===== config.mk =====
export PLATFORM = sky130hd
export DESIGN_NAME = cnt_run_sched
export DESIGN_NICKNAME = d
export VERILOG_FILES = /design/src/rtl/cnt_run_sched.sv
export SDC_FILE = /design/constraint.sdc
export NUM_CORES = 1
export LEC_CHECK = 0
export ABC_AREA = 1
export CAP_MARGIN = 20
export CORE_UTILIZATION = 50
export CTS_CLUSTER_DIAMETER = 30
export DETAILED_ROUTE_END_ITERATION = 16
export MAX_ROUTING_LAYER = met4
export PLACE_DENSITY = 0.8
export SLEW_MARGIN = 20
export SYNTH_ARGS = -nofsm -noshare
export SYNTH_HDL_FRONTEND = slang
export SYNTH_SLANG_ARGS = --single-unit
export TNS_END_PERCENT = 50

===== constraint.sdc =====
create_clock -name clk -period 4.04 [get_ports clk]
set_input_delay 0.404 -clock clk [delete_from_list [all_inputs] [get_ports clk]]
set_output_delay 0.404 -clock clk [all_outputs]
set_load 0.05 [all_outputs]

===== src/rtl/cnt_run_sched.sv =====
// Round-robin scheduler sharing one eight_bit_cnt between NREQ requesters.
// Issues trig, tracks the en window, returns the 9-bit count with done.
module cnt_run_sched #(
   parameter int NREQ     = 4,
   parameter int TRIG_LEN = 100,
   parameter int TIMEOUT  = 1023,
   parameter int GAP      = 2
) (
   input  logic            clk,
   input  logic            rst_n,
   input  logic [NREQ-1:0] req,
   output logic [NREQ-1:0] gnt,
   output logic [NREQ-1:0] done,
   output logic [8:0]      result,
   output logic            err,
   output logic            busy,
   output logic            trig,
   input  logic            cnt_en,
   input  logic [8:0]      cnt_count
);

   localparam int PW  = $clog2(NREQ);
   localparam int TWA = ($clog2(TIMEOUT + 1) > 10) ? $clog2(TIMEOUT + 1) : 10;
   localparam int TWB = ($clog2(TRIG_LEN + 1) > TWA) ? $clog2(TRIG_LEN + 1) : TWA;
   localparam int TW  = ($clog2(GAP + 1) > TWB) ? $clog2(GAP + 1) : TWB;

   localparam logic [TW-1:0] T_TRIG = TW'(TRIG_LEN - 1);
   localparam logic [TW-1:0] T_OUT  = TW'(TIMEOUT);
   localparam logic [TW-1:0] T_GAP  = TW'((GAP > 0) ? GAP - 1 : 0);
   localparam logic [TW-1:0] T_ONE  = TW'(1);
   localparam logic [PW:0]   N_REQ  = (PW + 1)'(NREQ);
   localparam logic [PW-1:0] P_LAST = PW'(NREQ - 1);

   typedef enum logic [2:0] {
      S_IDLE, S_TRIG, S_WAIT, S_RUN, S_DONE, S_GAP
   } state_t;

   state_t            state_q, state_d;
   logic [TW-1:0]     timer_q, timer_d;
   logic [PW-1:0]     ptr_q, ptr_d;
   logic [NREQ-1:0]   gnt_q, gnt_d;
   logic [NREQ-1:0]   done_q, done_d;
   logic [8:0]        result_q, result_d;
   logic              err_q, err_d;
   logic              trig_q, trig_d;

   logic              found;
   logic [PW-1:0]     win;
   logic [PW-1:0]     win_nxt;
   logic [PW:0]       sum;

   // First set request at or after the pointer, wrapping modulo NREQ.
   always_comb begin
      found = 1'b0;
      win   = '0;
      sum   = '0;
      for (int i = 0; i < NREQ; i++) begin
         sum = {1'b0, ptr_q} + (PW + 1)'(i);
         if (sum >= N_REQ) sum = sum - N_REQ;
         if (!found && req[sum[PW-1:0]]) begin
            found = 1'b1;
            win   = sum[PW-1:0];
         end
      end
      win_nxt = (win == P_LAST) ? '0 : win + 1'b1;
   end

   always_comb begin
      state_d  = state_q;
      timer_d  = timer_q;
      ptr_d    = ptr_q;
      gnt_d    = gnt_q;
      done_d   = '0;
      result_d = result_q;
      err_d    = err_q;
      trig_d   = trig_q;
      unique case (state_q)
         S_IDLE: begin
            if (found) begin
               gnt_d      = '0;
               gnt_d[win] = 1'b1;
               trig_d     = 1'b1;
               timer_d    = '0;
               ptr_d      = win_nxt;
               state_d    = S_TRIG;
            end
         end
         S_TRIG: begin
            if (timer_q == T_TRIG) begin
               trig_d  = 1'b0;
               timer_d = '0;
               state_d = S_WAIT;
            end else begin
               timer_d = timer_q + T_ONE;
            end
         end
         S_WAIT: begin
            if (cnt_en) begin
               timer_d = '0;
               state_d = S_RUN;
            end else if (timer_q == T_OUT) begin
               state_d  = S_DONE;
               done_d   = gnt_q;
               result_d = cnt_count;
               err_d    = 1'b1;
            end else begin
               timer_d = timer_q + T_ONE;
            end
         end
         S_RUN: begin
            if (!cnt_en || timer_q == T_OUT) begin
               state_d  = S_DONE;
               done_d   = gnt_q;
               result_d = cnt_count;
               err_d    = cnt_en;
            end else begin
               timer_d = timer_q + T_ONE;
            end
         end
         S_DONE: begin
            gnt_d   = '0;
            timer_d = '0;
            state_d = (GAP == 0) ? S_IDLE : S_GAP;
         end
         S_GAP: begin
            if (timer_q == T_GAP) state_d = S_IDLE;
            else timer_d = timer_q + T_ONE;
         end
         default: state_d = S_IDLE;
      endcase
   end

   always_ff @(posedge clk or negedge rst_n) begin
      if (!rst_n) begin
         state_q  <= S_IDLE;
         timer_q  <= '0;
         ptr_q    <= '0;
         gnt_q    <= '0;
         done_q   <= '0;
         result_q <= '0;
         err_q    <= 1'b0;
         trig_q   <= 1'b0;
      end else begin
         state_q  <= state_d;
         timer_q  <= timer_d;
         ptr_q    <= ptr_d;
         gnt_q    <= gnt_d;
         done_q   <= done_d;
         result_q <= result_d;
         err_q    <= err_d;
         trig_q   <= trig_d;
      end
   end

   assign gnt    = gnt_q;
   assign done   = done_q;
   assign result = result_q;
   assign err    = err_q;
   assign trig   = trig_q;
   assign busy   = (state_q != S_IDLE);

endmodule

==> reports/results.md <==
Worst setup path
- clkdlybuf4s50_1 — Critical-path top delay cell
- flop to output port — category of the most critical setup path
- 5 — cell count along the critical path
- 0.71 ns — Max stage delay on crit path
- nor2_1 > inv_1 > nor2_1 > inv_1 > clkdlybuf4s50_1 — cells along the critical path
- buffers and inverters — Top delay family on crit path
- 5 — worst-path fanout max
- 2.05 ns — arrival time of data at the critical path endpoint
- 3.64 ns — data required time at the worst endpoint
- flop — launching element type of the critical path
- 8 — Reg2Reg Depth
- output port — Crit. End Element
- 3 — Buffers & Inverters on Critical Path

Timing
- 2.45 ns — fin crit period
- 0 — number of setup violations in the final report
- 408 MHz — top achievable clock speed
- 0.607 — Tcrit/Tclk final
- 0.534 ns — slew of the pin with the lowest slew margin
- 0 ns — total negative slack
- 0 — Final Slew Violations
- 0.643 — Relative slew margins
- 0 — Hold Fails Final Rpt
- no — RSZ-0062 raised after global routing
- 0.00337 ns — final worst clock skew

Routing
- 4690 microns — wirelength, routed
- 2015 — Vias
- 4 — number of iterations in the first detailed-routing pass
- 94 — drt initial violations
- 0 — Post-DRT Antenna Nets
- 0 — number of remaining DRC errors
- 5.05 — number of vias per cell
- 11.8 microns — DR WL/cell

Clock tree
- 2 — maximum level of the CTS H-tree
- 0.29 ns — insertion delay of the later-clocked pin in the worst-skew pair
- 0 — post-cts repair resize count
- yes — clock tree from TritonCTS
- 34 — # clock sinks
- 5 — Inserted Clock Buffers
- 2 — clk buf depth
- 0 — hold buffer count at CTS
- 0.07 ns — clock slew at reported path FFs
- 0 — post-CTS setup repair buffer count
- clkbuf_8 — clock tree root buffer cell

GRT
- 35 — largest net degree at the start of global routing
- 0.221 — all-layer global routing usage
- 1927 — vias in the first global route
- 0 — antenna violations before repair
- 0 — global-route congestion overflow total
- 8400 microns — global-route wire length before repair

Cells and area
- 20.4% — synth-to-layout area growth
- 0.624 — utilization after layout
- 0.124 — proportion of layout cells with a drive suffix above 1
- 0 — antenna cell count
- 368 — NumNets Final
- 403 — number of filler instances in the final layout

Placed design
- 35 — Buffers on Ports
- 0.834 — final RePlAce weighted congestion
- 3490 microns — Detailed Place HPWL

Power
- 1.39 nW — leakage power figure
- 251 uV — worst vdd ir
- 734 mW/mm^2 — power density over the cells
- 2.00 mW — Final Total Pwr

Synth
- 0.0150 — area fraction in compound gates after synthesis
- 27 — Synth cell types
- 0.460 — simple-gate area share of the yosys netlist
- 0.00226 sq mm — summed instance area of the synthesized netlist
- simple AND/OR/NAND/NOR gates — largest family of logic cells by synthesized area
- 0 — post-synthesis mux area share
- 0 — number of enable-type register cells in the synthesized netlist
- dfrtp_1 — top flip-flop cell by instance count after synthesis
- 310 — gate count of the mapped netlist
- 0.0271 — post-synthesis share of cell area spent on xor and xnor gates
- 0.0332 — Adder-Cell Fraction of Synth Area
- 332 — post-synthesis net count
- 34 — flop and latch count out of synthesis
- 0 — YS warnings
- 7.29 sq um — Synth Area per Inst
- 0.377 — post-synthesis sequential area ratio
- 1.00 — Async SR Flop Fraction

Floorplanning
- 36 — count of boundary I/O pins
- 69.2 microns — Die Height
- 69.2 microns — Die X-Extent
- 0.00479 sq mm — total die area
- 0.00435 sq mm — Placeable Area
- 24 — number of rows created at floorplan
- 0.519 — starting density of the core

Min path
- flop to flop — class of the tightest hold or removal check
- 2 — worst hold path cell count

Outcome
- finished clean — outcome

Flow run
- 0 — number of violations of the max-capacitance limit

registers in the layout (all words and copies together) (netlist names):
| register | cells |
|---|---|
| trig | 1 |
| result | 9 |
| gnt | 4 |
| state_q | 3 |
| timer_q | 10 |
| done | 4 |
| err | 1 |
| ptr_q | 2 |
tightest hold or removal path: cells and delay by family (launching register included):
family,cells,cell delay (ns)
flops,1,0.34
simple gates,2,0.09
final timing paths:
check | from | endpoint | slack [ns]
max in group asynchronous | rst_n | timer_q[6] | 3.21
hold reg to reg | result[1] | result[1] | 0.47
min in group asynchronous | rst_n | done[1] | 0.52
setup reg to reg | timer_q[0] | result[6] | 1.88
hold / removal | result[1] | result[1] | 0.47
setup / recovery | state_q[0] | busy | 1.59
cell families (layout without fill, tap and decap cells):
family	Yosys count	count (layout)
compound gates	6	6
xor+xnor	7	7
fa+ha+maj	6	6
buf+inv	43	80
flops	34	34
simple gates	214	214
cells in the final DEF, fill, tap and decap left out, drive strengths merged, types with 2 or more instances in the layout:
master / n
clkdlybuf4s50: 35
nand2: 131
nand4: 7
inv: 36
xnor2: 2
xor2: 5
dfrtp: 34
a21oi: 5
clkbuf: 6
ha: 6
nor2: 33
nand3: 41
stage by stage:
| step | area, sq um | std cells | setup slack (ns) | hold WS, ns |
|---|---|---|---|---|
| final | 2720 | 399 | 1.59 | 0.467 |
| after CTS | 2720 | 399 | 1.56 | 0.476 |
| after global routing | 2720 | 399 | 1.47 | 0.500 |
| after floorplan | 2260 | 310 | 2.33 | 0.108 |
| after detailed placement | 2620 | 391 | 1.80 | 0.458 |
| after global placement | 2620 | 391 | 1.85 | 0.454 |
synthesized netlist by cell type, types with 2 or more instances:
| master | count | area, sq um |
|---|---|---|
| a21oi_1 | 4 | 20.0 |
| buf_4 | 2 | 15.0 |
| buf_6 | 3 | 33.8 |
| dfrtp_1 | 34 | 851 |
| ha_1 | 6 | 75.1 |
| inv_1 | 32 | 120 |
| inv_2 | 3 | 11.3 |
| nand2_1 | 117 | 439 |
| nand2_2 | 8 | 50.1 |
| nand2_4 | 6 | 67.6 |
| nand3_1 | 30 | 150 |
| nand3_2 | 11 | 110 |
| nand4_1 | 6 | 37.5 |
| nor2_1 | 30 | 113 |
| xnor2_1 | 2 | 17.5 |
| xor2_1 | 5 | 43.8 |
cell type report:
cell class,count,area (sq um),area share
Clock buffer,6,82.6,0.0304
Tap cell,52,65.1,0.0239
Multi-Input combinational cell,233,1210,0.445
Inverter,36,140,0.0515
Sequential cell,34,851,0.313
Clock inverter,2,12.5,0.00460
Timing Repair Buffer,36,358,0.132
layer usage:
metal / share of wire / global-route usage
met5: 0 / -
met4: 0.011 / 0.0590
met3: 0.050 / 0.0552
met2: 0.48 / 0.364
met1: 0.46 / 0.270
where the power goes:
group,leakage (nW),switching [mW],internal [mW]
Sequential,0.438,0.0875,0.438
Combinational,0.909,0.827,0.381
Clock,0.0472,0.125,0.137
Total,1.39,1.04,0.956
Note: power is estimated with default switching activity, not from simulation.
